===== src/rtl/eof_stream_merge.sv =====
// eof_stream_merge
//
// Merges NCH input streams into one registered output stream. Channels are
// served round-robin, one beat per cycle in total. Each channel ends its
// stream with an EOF marker. The merger consumes the marker, reports it as a
// one-cycle eof_pulse and records it in a sticky eof_seen flag. Once every
// channel has ended and the output register has drained, done goes high.
//
// Handshake rule for every stream port: a beat transfers on a rising clk edge
// where valid and ready are both high. Valid never depends on ready. The
// producer holds data stable while valid is high and ready is low.
//
// Ports
//   clk, rst        : clock (rising edge) and asynchronous active-high reset
//   start           : one-cycle pulse, begins a session from IDLE or DONE
//   in_valid/in_eof : per-channel beat valid / beat-is-EOF-marker
//   in_data         : channel c at bits [c*W +: W]
//   in_ready        : per-channel accept, at most one bit high
//   out_valid/out_data/out_ch/out_ready : registered output stream
//   eof_pulse       : one-cycle pulse per accepted EOF marker
//   eof_seen        : sticky per-channel EOF flags
//   beat_count      : saturating count of data beats forwarded this session
//   done            : high in DONE
//   state_dbg       : FSM state (0 IDLE, 1 RUN, 2 FLUSH, 3 DONE)
module eof_stream_merge #(
  parameter int NCH  = 4,
  parameter int W    = 8,
  parameter int CNTW = 16
) (
  input  logic                                     clk,
  input  logic                                     rst,
  input  logic                                     start,
  input  logic [NCH-1:0]                           in_valid,
  input  logic [NCH*W-1:0]                         in_data,
  input  logic [NCH-1:0]                           in_eof,
  output logic [NCH-1:0]                           in_ready,
  output logic                                     out_valid,
  output logic [W-1:0]                             out_data,
  output logic [((NCH > 1) ? $clog2(NCH) : 1)-1:0] out_ch,
  input  logic                                     out_ready,
  output logic [NCH-1:0]                           eof_pulse,
  output logic [NCH-1:0]                           eof_seen,
  output logic [CNTW-1:0]                          beat_count,
  output logic                                     done,
  output logic [1:0]                               state_dbg
);

  localparam int CHW = (NCH > 1) ? $clog2(NCH) : 1;

  typedef enum logic [1:0] {
    S_IDLE  = 2'd0,
    S_RUN   = 2'd1,
    S_FLUSH = 2'd2,
    S_DONE  = 2'd3
  } state_t;

  state_t          state_q, state_d;
  logic [CHW-1:0]  last_grant_q, last_grant_d;
  logic            out_valid_q, out_valid_d;
  logic [W-1:0]    out_data_q, out_data_d;
  logic [CHW-1:0]  out_ch_q, out_ch_d;
  logic [NCH-1:0]  eof_pulse_q, eof_pulse_d;
  logic [NCH-1:0]  eof_seen_q, eof_seen_d;
  logic [CNTW-1:0] beat_count_q, beat_count_d;

  logic [W-1:0]    ch_data [NCH];
  logic [NCH-1:0]  eligible;
  logic            grant_found;
  logic [CHW-1:0]  grant_idx;
  logic [CHW-1:0]  cand;
  logic            grant_eof;
  logic            out_free;
  logic            accept;
  logic            acc_data;
  logic            acc_eof;

  for (genvar c = 0; c < NCH; c++) begin : g_unpack
    assign ch_data[c] = in_data[c*W +: W];
  end

  // Channels that have already ended are masked out, so a stale in_valid on
  // them can never win the arbitration.
  assign eligible = in_valid & ~eof_seen_q;

  // Round-robin search starting one past the last accepted channel.
  always_comb begin
    grant_found = 1'b0;
    grant_idx   = '0;
    cand        = '0;
    for (int k = 1; k <= NCH; k++) begin
      cand = CHW'((int'(last_grant_q) + k) % NCH);
      if (!grant_found && eligible[cand]) begin
        grant_found = 1'b1;
        grant_idx   = cand;
      end
    end
  end

  assign grant_eof = in_eof[grant_idx];
  assign out_free  = !out_valid_q || out_ready;

  // EOF markers never occupy the output register, so they are accepted even
  // while the output is stalled.
  assign accept   = (state_q == S_RUN) && grant_found && (grant_eof || out_free);
  assign acc_data = accept && !grant_eof;
  assign acc_eof  = accept && grant_eof;

  always_comb begin
    in_ready = '0;
    if (accept) in_ready[grant_idx] = 1'b1;
  end

  always_comb begin
    state_d      = state_q;
    last_grant_d = last_grant_q;
    out_valid_d  = out_valid_q;
    out_data_d   = out_data_q;
    out_ch_d     = out_ch_q;
    eof_pulse_d  = '0;
    eof_seen_d   = eof_seen_q;
    beat_count_d = beat_count_q;

    if (out_valid_q && out_ready) out_valid_d = 1'b0;
    if (accept) last_grant_d = grant_idx;

    if (acc_data) begin
      out_valid_d = 1'b1;
      out_data_d  = ch_data[grant_idx];
      out_ch_d    = grant_idx;
      if (beat_count_q != '1) beat_count_d = beat_count_q + CNTW'(1);
    end

    if (acc_eof) begin
      eof_seen_d[grant_idx]  = 1'b1;
      eof_pulse_d[grant_idx] = 1'b1;
    end

    case (state_q)
      S_IDLE, S_DONE: begin
        // in_ready is low here, so the clears never collide with an accept.
        if (start) begin
          state_d      = S_RUN;
          eof_seen_d   = '0;
          beat_count_d = '0;
        end
      end
      S_RUN: begin
        if (&eof_seen_q) state_d = S_FLUSH;
      end
      S_FLUSH: begin
        if (!out_valid_q || out_ready) state_d = S_DONE;
      end
      default: state_d = S_IDLE;
    endcase
  end

  always_ff @(posedge clk or posedge rst) begin
    if (rst) begin
      state_q      <= S_IDLE;
      last_grant_q <= CHW'(NCH - 1);
      out_valid_q  <= 1'b0;
      out_data_q   <= '0;
      out_ch_q     <= '0;
      eof_pulse_q  <= '0;
      eof_seen_q   <= '0;
      beat_count_q <= '0;
    end else begin
      state_q      <= state_d;
      last_grant_q <= last_grant_d;
      out_valid_q  <= out_valid_d;
      out_data_q   <= out_data_d;
      out_ch_q     <= out_ch_d;
      eof_pulse_q  <= eof_pulse_d;
      eof_seen_q   <= eof_seen_d;
      beat_count_q <= beat_count_d;
    end
  end

  assign out_valid  = out_valid_q;
  assign out_data   = out_data_q;
  assign out_ch     = out_ch_q;
  assign eof_pulse  = eof_pulse_q;
  assign eof_seen   = eof_seen_q;
  assign beat_count = beat_count_q;
  assign done       = (state_q == S_DONE);
  assign state_dbg  = state_q;

endmodule


===== config.mk =====
export PLATFORM = sky130hd
export DESIGN_NAME = eof_stream_merge
export DESIGN_NICKNAME = d
export VERILOG_FILES = /design/src/rtl/eof_stream_merge.sv
export SDC_FILE = /design/constraint.sdc
export NUM_CORES = 1
export LEC_CHECK = 0
export CAP_MARGIN = 25
export CELL_PAD_IN_SITES_DETAIL_PLACEMENT = 0
export CELL_PAD_IN_SITES_GLOBAL_PLACEMENT = 1
export CORE_MARGIN = 10
export CORE_UTILIZATION = 33
export DETAILED_ROUTE_END_ITERATION = 12
export GPL_TIMING_DRIVEN = 0
export PLACE_DENSITY_LB_ADDON = 0.1
export SYNTH_ARGS = -nofsm -noshare
export SYNTH_HDL_FRONTEND = slang
export SYNTH_SLANG_ARGS = --single-unit

===== constraint.sdc =====
create_clock -name clk -period 3 [get_ports clk]
set_clock_uncertainty 0.05 [all_clocks]
set_input_delay 0.45 -clock clk [delete_from_list [all_inputs] [get_ports clk]]
set_output_delay 0.45 -clock clk [all_outputs]
set_load 0.02 [all_outputs]

; Word-level counts from Yosys, hierarchy flattened
; Cells that the tools add are included.
[word_totals]
register_bits = 39
inputBits = 44
out_inout_bits = 42
word_cells = 90
[classes]
addsub = 5
n_lt_le_gt_ge = 7
n_eq_ne = 7
muxes = 38
bitwise_logic = 4
reduce_logical = 21
[ops]
columns = operator, count
row1 = 16-bit 2-to-1 mux, 4
row2 = 4-bit 2-to-1 mux, 5
row3 = "16-bit by 1-bit adder with 16-bit output, second input constant", 1
row4 = 8-bit binary-select mux with 2-bit select, 1
row5 = 8-bit 2-to-1 mux, 2
row6 = "16-bit != test, second input constant", 1
row7 = "2-bit by 3-bit < comparator with 1-bit output, second input constant", 5
row8 = 2-bit 2-to-1 mux, 7
row9 = 1-bit 2-to-1 mux, 12
row10 = 1-bit binary-select mux with 2-bit select, 5
row11 = 1-bit logical AND, 9
row12 = 2-bit one-hot mux with 3 select lines, 1
row13 = 1-bit logical NOT, 5
row14 = "2-bit by 1-bit adder with 2-bit output, second input constant", 2
row15 = "2-bit adder, second input constant", 2
row16 = 4-bit AND, 1
row17 = "2-bit equality test, second input constant", 2
row18 = "2-bit != test, second input constant", 2
row19 = 4-bit NOT, 1
row20 = 4-bit bitwise OR, 1
row21 = 4-bit AND reduction, 1
row22 = "3-bit greater-or-equal comparator, second input constant", 1
row23 = 2-bit NOT with 3-bit output, 1
row24 = 3-bit AND reduction, 1
row25 = 8 further kinds, 9

; Depth between registers and ports, before layout
[logic_depth]
word_depth = 22
mapped_depth = 10
mapped_depth_nobuf = 8

; Least setup slack after synthesis
; No wires, ideal clock.
[synth_timing]
path_kind = register to output
startpoint = register eof_seen_q[2] (netlist: eof_seen[2])
endpoint = output in_ready[3]
arrival_ns = 2.682
required_ns = 2.500
setup_slack_ns = -0.182
path_stages_with_launch = 11
path_buffers = 3
cell_sequence = dfrtp_1 nand2b_1 a221oi_1 o31ai_1 a21oi_1 or2_1 buf_2 buf_6 buf_4 nor2_1 nor4_1
[synth_between]
elab_chain_cells = 19
word_cells_on_any_way = 35
classes_between = order compare (2) / mux (21) / bitwise (2) / reduce/logical (10)
[synth_rtl]
columns = element, line_no
row1 = "start, declared", 63  ; logic [NCH-1:0] eof_seen_q, eof_seen_d;
row2 = "start signal, assigned", 174  ; eof_seen_q <= eof_seen_d;
row3 = 4-bit NOT (*), 83  ; assign eligible = in_valid & ~eof_seen_q;
row4 = 4-bit AND (*), 83
row5 = 1-bit binary-select mux with 2-bit select, 92  ; if (!grant_found && eligible[cand]) begin
row6 = 1-bit 2-to-1 mux (implied by the code), 92
row7 = 1-bit 2-to-1 mux, 92
row8 = 1-bit logical NOT, 92
row9 = 1-bit logical AND, 92
row10 = 1-bit 2-to-1 mux, 92
row11 = [3 not listed], n/a
row12 = 1-bit logical NOT, 92
row13 = 1-bit logical AND, 92
row14 = 2-bit 2-to-1 mux, 92
row15 = 2-bit by 3-bit < comparator with 1-bit output (implied by the code) (tied with other cells), 110  ; if (accept) in_ready[grant_idx] = 1'b1;
row16 = 1-bit logical AND (implied by the code) or 1-bit 2-to-1 mux (tied branches), "110, 99"
row17 = 1-bit 2-to-1 mux (implied by the code) or 1-bit logical OR (tied branches), "110, 104"
row18 = 1-bit demux with 2-bit select or 1-bit logical AND (tied branches), "110, 104"
row19 = 4-bit 2-to-1 mux (*), 110
row20 = "end, declared", 36  ; output logic [NCH-1:0] in_ready,
; Mark *: on every way between the ends. The rest lies on a longest branch, timed or not. The select of a mux whose other input is x is not followed.

; Final worst setup path
[layout_timing]
startpoint = register eof_seen_q[1] (netlist: eof_seen[1])
endpoint = output in_ready[3]
; Same word-level chain as after synthesis.

==> reports/metrics.yaml <==
floorplan:
  chipWidth_um: 105
  starting_density: 0.345
  dieHeight_um: 105
  floorplan.io_pins: 86
  die-area_um2: 11000
  floorplan.core_area_um2: 6870
  rows: 30
finish:
  drive_gt1_frac: 0.246
  final_net_count: 402
  syn_to_final_growth_pct: 61.1
  diodes: 0
  stdcell_area_um2: 3820
sta:
  min_period_ns: 2.98
  worst-slew-pin-transition_ns: 0.884
  min_period_over_period: 0.995
  hold_violations: 0
  rsz0062_at_grt: "true"
  timing.final.setup_violations: 0
  maxSlewViolCount: 0
  slew_headroom: 0.409
  final.setup.tns_ns: 0
  setup_ws_ns: 0.0161
  fmax_mhz: 335
grt:
  wire_length_of_the_first_global_routing_pass_mm: 12.9
  grt.overflow.total: 0
  grt_pass1_vias: 2521
  grt_antenna_before_repair: 0
  grtUsageTotal: 0.139
  grt_max_degree: 40
synthesis:
  synth_fp_nets: 293
  yosysWarningCount: 0
  post-synth-top-area-fraction: 0.391
  synthesis.area_per_instance_um2: 9.71
  mappedNetlistArea_um2: 2370
  synth_seq_area_share: 0.413
  netlist-cell-type-count: 52
  synth_seq_cells: 39
  yosys.area.top_type: "sky130_fd_sc_hd__dfrtp_1"
  number_of_standard_cells_after_synthesis: 244
  asyncSetResetFlopFracSynth: 1.00
  synth_edf_count: 0
  yosys_most_used_dff: "sky130_fd_sc_hd__dfrtp_1"
  synth_area_leaders: "sky130_fd_sc_hd__dfrtp_1 (39%), sky130_fd_sc_hd__mux2_2 (8.1%), sky130_fd_sc_hd__mux2i_1 (4.6%), sky130_fd_sc_hd__a21oi_1 (4.4%), sky130_fd_sc_hd__nor2_1 (3.2%)"
placed_design:
  port-buffer-count: 85
  pre_cts_ws_ns: -1.06
  dpl.hpwl_mm: 5.61
  gp_routability_congestion: 0.805
  dpl-instance-area_um2: 3350
clock_tree:
  clk_latency_ns: 0.30
  path_clk_slew_ns: 0.09
  h-tree-depth: 2
  cts_tree: "built"
  cts.sinks: 39
  clockRootBuffer: "sky130_fd_sc_hd__clkbuf_8"
  cts_buffers: 5
  cts.path.max_buffers: 2
min_path:
  holdCritPathClass: "reg -> reg"
setup_path:
  cp_data_required_time_ns: 2.50
  critical_path_source_type: "register"
  cp.arrival_ns: 2.48
  timing.critical_path.to_type: "primary output"
  timing.critical_path.fanout_max: 10
  critical_path_class: "reg -> out"
routing:
  detailedRoute.firstPassIterationCount: 4
  detail_route.drc_violations: 0
  vias: 2371
  drt_iter0_markers: 116
  totalWireLength_mm: 7.92
  ant_nets: 0
  avgRoutedWirePerCell_um: 17.6
  detail_route.vias_per_cell: 5.27
status:
  outcome: "finished, final reports clean"
pwr:
  power_density_nw_per_um2: 968
  report.power.total_uw: 3690
  leakage_uw: 0.00155
  vdd.ir_drop.worst_v: 0.000517
run:
  drv.max_cap_violation_count: 0
final timing paths:
check	from	end	slack (ns)	depth (start not counted)
worst max-delay path	eof_seen[1]	in_ready[3]	0.02	8
worst min-delay path	out_data[1]	out_data[1]	0.46	1
worst max register to register	last_grant_q[0]	out_data[0]	0.16	10
worst min register to register	out_data[1]	out_data[1]	0.46	1
max in group asynchronous	rst	eof_seen[3]	1.68	2
min in group asynchronous	rst	beat_count[12]	0.61	2
per-stage QoR:
stage               hold WS [ns]  instances   util
floorplan                  0.476        244      -
global placement           0.439        425  0.487
detailed placement         0.446        425  0.487
CTS                        0.467        447  0.547
global route               0.485        450  0.556
finish                     0.461        450  0.556
power by group:
group | switching [µW] | internal (µW) | leakage (µW)
Sequential | 132 | 687 | 0.000499
Combinational | 1230 | 1110 | 0.000988
Clock | 203 | 333 | 0.0000654
cells in the mapped netlist (2+ instances only):
cell and count:
sky130_fd_sc_hd__nand4b_1 2, sky130_fd_sc_hd__o21a_1 5, sky130_fd_sc_hd__nor2b_1 5, sky130_fd_sc_hd__nand4_1 5, sky130_fd_sc_hd__ha_1 5, sky130_fd_sc_hd__nor4_1 5, sky130_fd_sc_hd__o211ai_1 3, sky130_fd_sc_hd__o21ai_0 4
sky130_fd_sc_hd__inv_1 5, sky130_fd_sc_hd__o31ai_1 8, sky130_fd_sc_hd__or3_1 3, sky130_fd_sc_hd__mux2_2 17, sky130_fd_sc_hd__nor3_1 4, sky130_fd_sc_hd__mux2i_1 11, sky130_fd_sc_hd__nor2_1 20, sky130_fd_sc_hd__clkbuf_1 5
sky130_fd_sc_hd__and2_1 2, sky130_fd_sc_hd__dfstp_2 2, sky130_fd_sc_hd__dfrtp_1 37, sky130_fd_sc_hd__nand2b_1 5, sky130_fd_sc_hd__or4_1 9, sky130_fd_sc_hd__a31oi_1 2, sky130_fd_sc_hd__and3_1 6, sky130_fd_sc_hd__buf_2 4
sky130_fd_sc_hd__a21oi_1 21, sky130_fd_sc_hd__nand3_1 7, sky130_fd_sc_hd__nand2_1 17
layout make-up:
type	count	area, µm²
Buffer	9	62.6
Clock buffer	6	72.6
Clock inverter	2	60.1
Fill cell	633	3050
Inverter	5	18.8
Multi-Input combinational cell	189	1500
Sequential cell	39	981
Tap cell	96	120
Timing Repair Buffer	104	1000
cells by family after synthesis:
family | synth area share
and+or+nand+nor | 0.231
AOI/OAI and AO/OA | 0.171
DFF | 0.413
muxes | 0.127
buffers and inverters | 0.0322
adders and majority gates | 0.0264
flip-flops by register name, summed over array words and instances, names as in the netlist:
register and cells:
state_dbg 2, last_grant_q 2, eof_seen 4, out_ch 2, out_valid 1, beat_count 16, eof_pulse 4, out_data 8
layer usage:
layer,share of wire,vias up,GRT usage
met5,0,-,0
met4,0.0086,0,0.0265
met3,0.069,6,0.0510
met2,0.48,63,0.226
met1,0.45,1155,0.172
li1,-,1147,-
layout by cell type (no fill, tap or decap), types with 6 or more instances in the layout:
cell	n
sky130_fd_sc_hd__o31ai_1	6
sky130_fd_sc_hd__nand2_1	17
sky130_fd_sc_hd__a21oi_1	19
sky130_fd_sc_hd__mux2_2	17
sky130_fd_sc_hd__mux2i_1	11
sky130_fd_sc_hd__and3_1	6
sky130_fd_sc_hd__clkdlybuf4s50_1	77
sky130_fd_sc_hd__nand3_1	7
sky130_fd_sc_hd__or4_1	9
sky130_fd_sc_hd__buf_4	21
sky130_fd_sc_hd__nor2_1	16
sky130_fd_sc_hd__dfrtp_1	35
critical path, stage by stage, from the launching register on:
cell and delay (ns):
sky130_fd_sc_hd__dfrtp_2 0.45, sky130_fd_sc_hd__and2b_4 0.29, sky130_fd_sc_hd__buf_4 0.12, sky130_fd_sc_hd__nand2_1 0.08, sky130_fd_sc_hd__o221a_2 0.30, sky130_fd_sc_hd__buf_4 0.14, sky130_fd_sc_hd__clkbuf_1 0.25, sky130_fd_sc_hd__nor4_2 0.36
sky130_fd_sc_hd__buf_4 0.19
timing repair:
item,4_1_cts,5_1_grt
gates resized for setup,60,15
setup buffers,15,4
hold buffers,0,0
pin swaps,10,8
endpoints found under the setup margin,9,13
(Power assumes the default switching activity.)
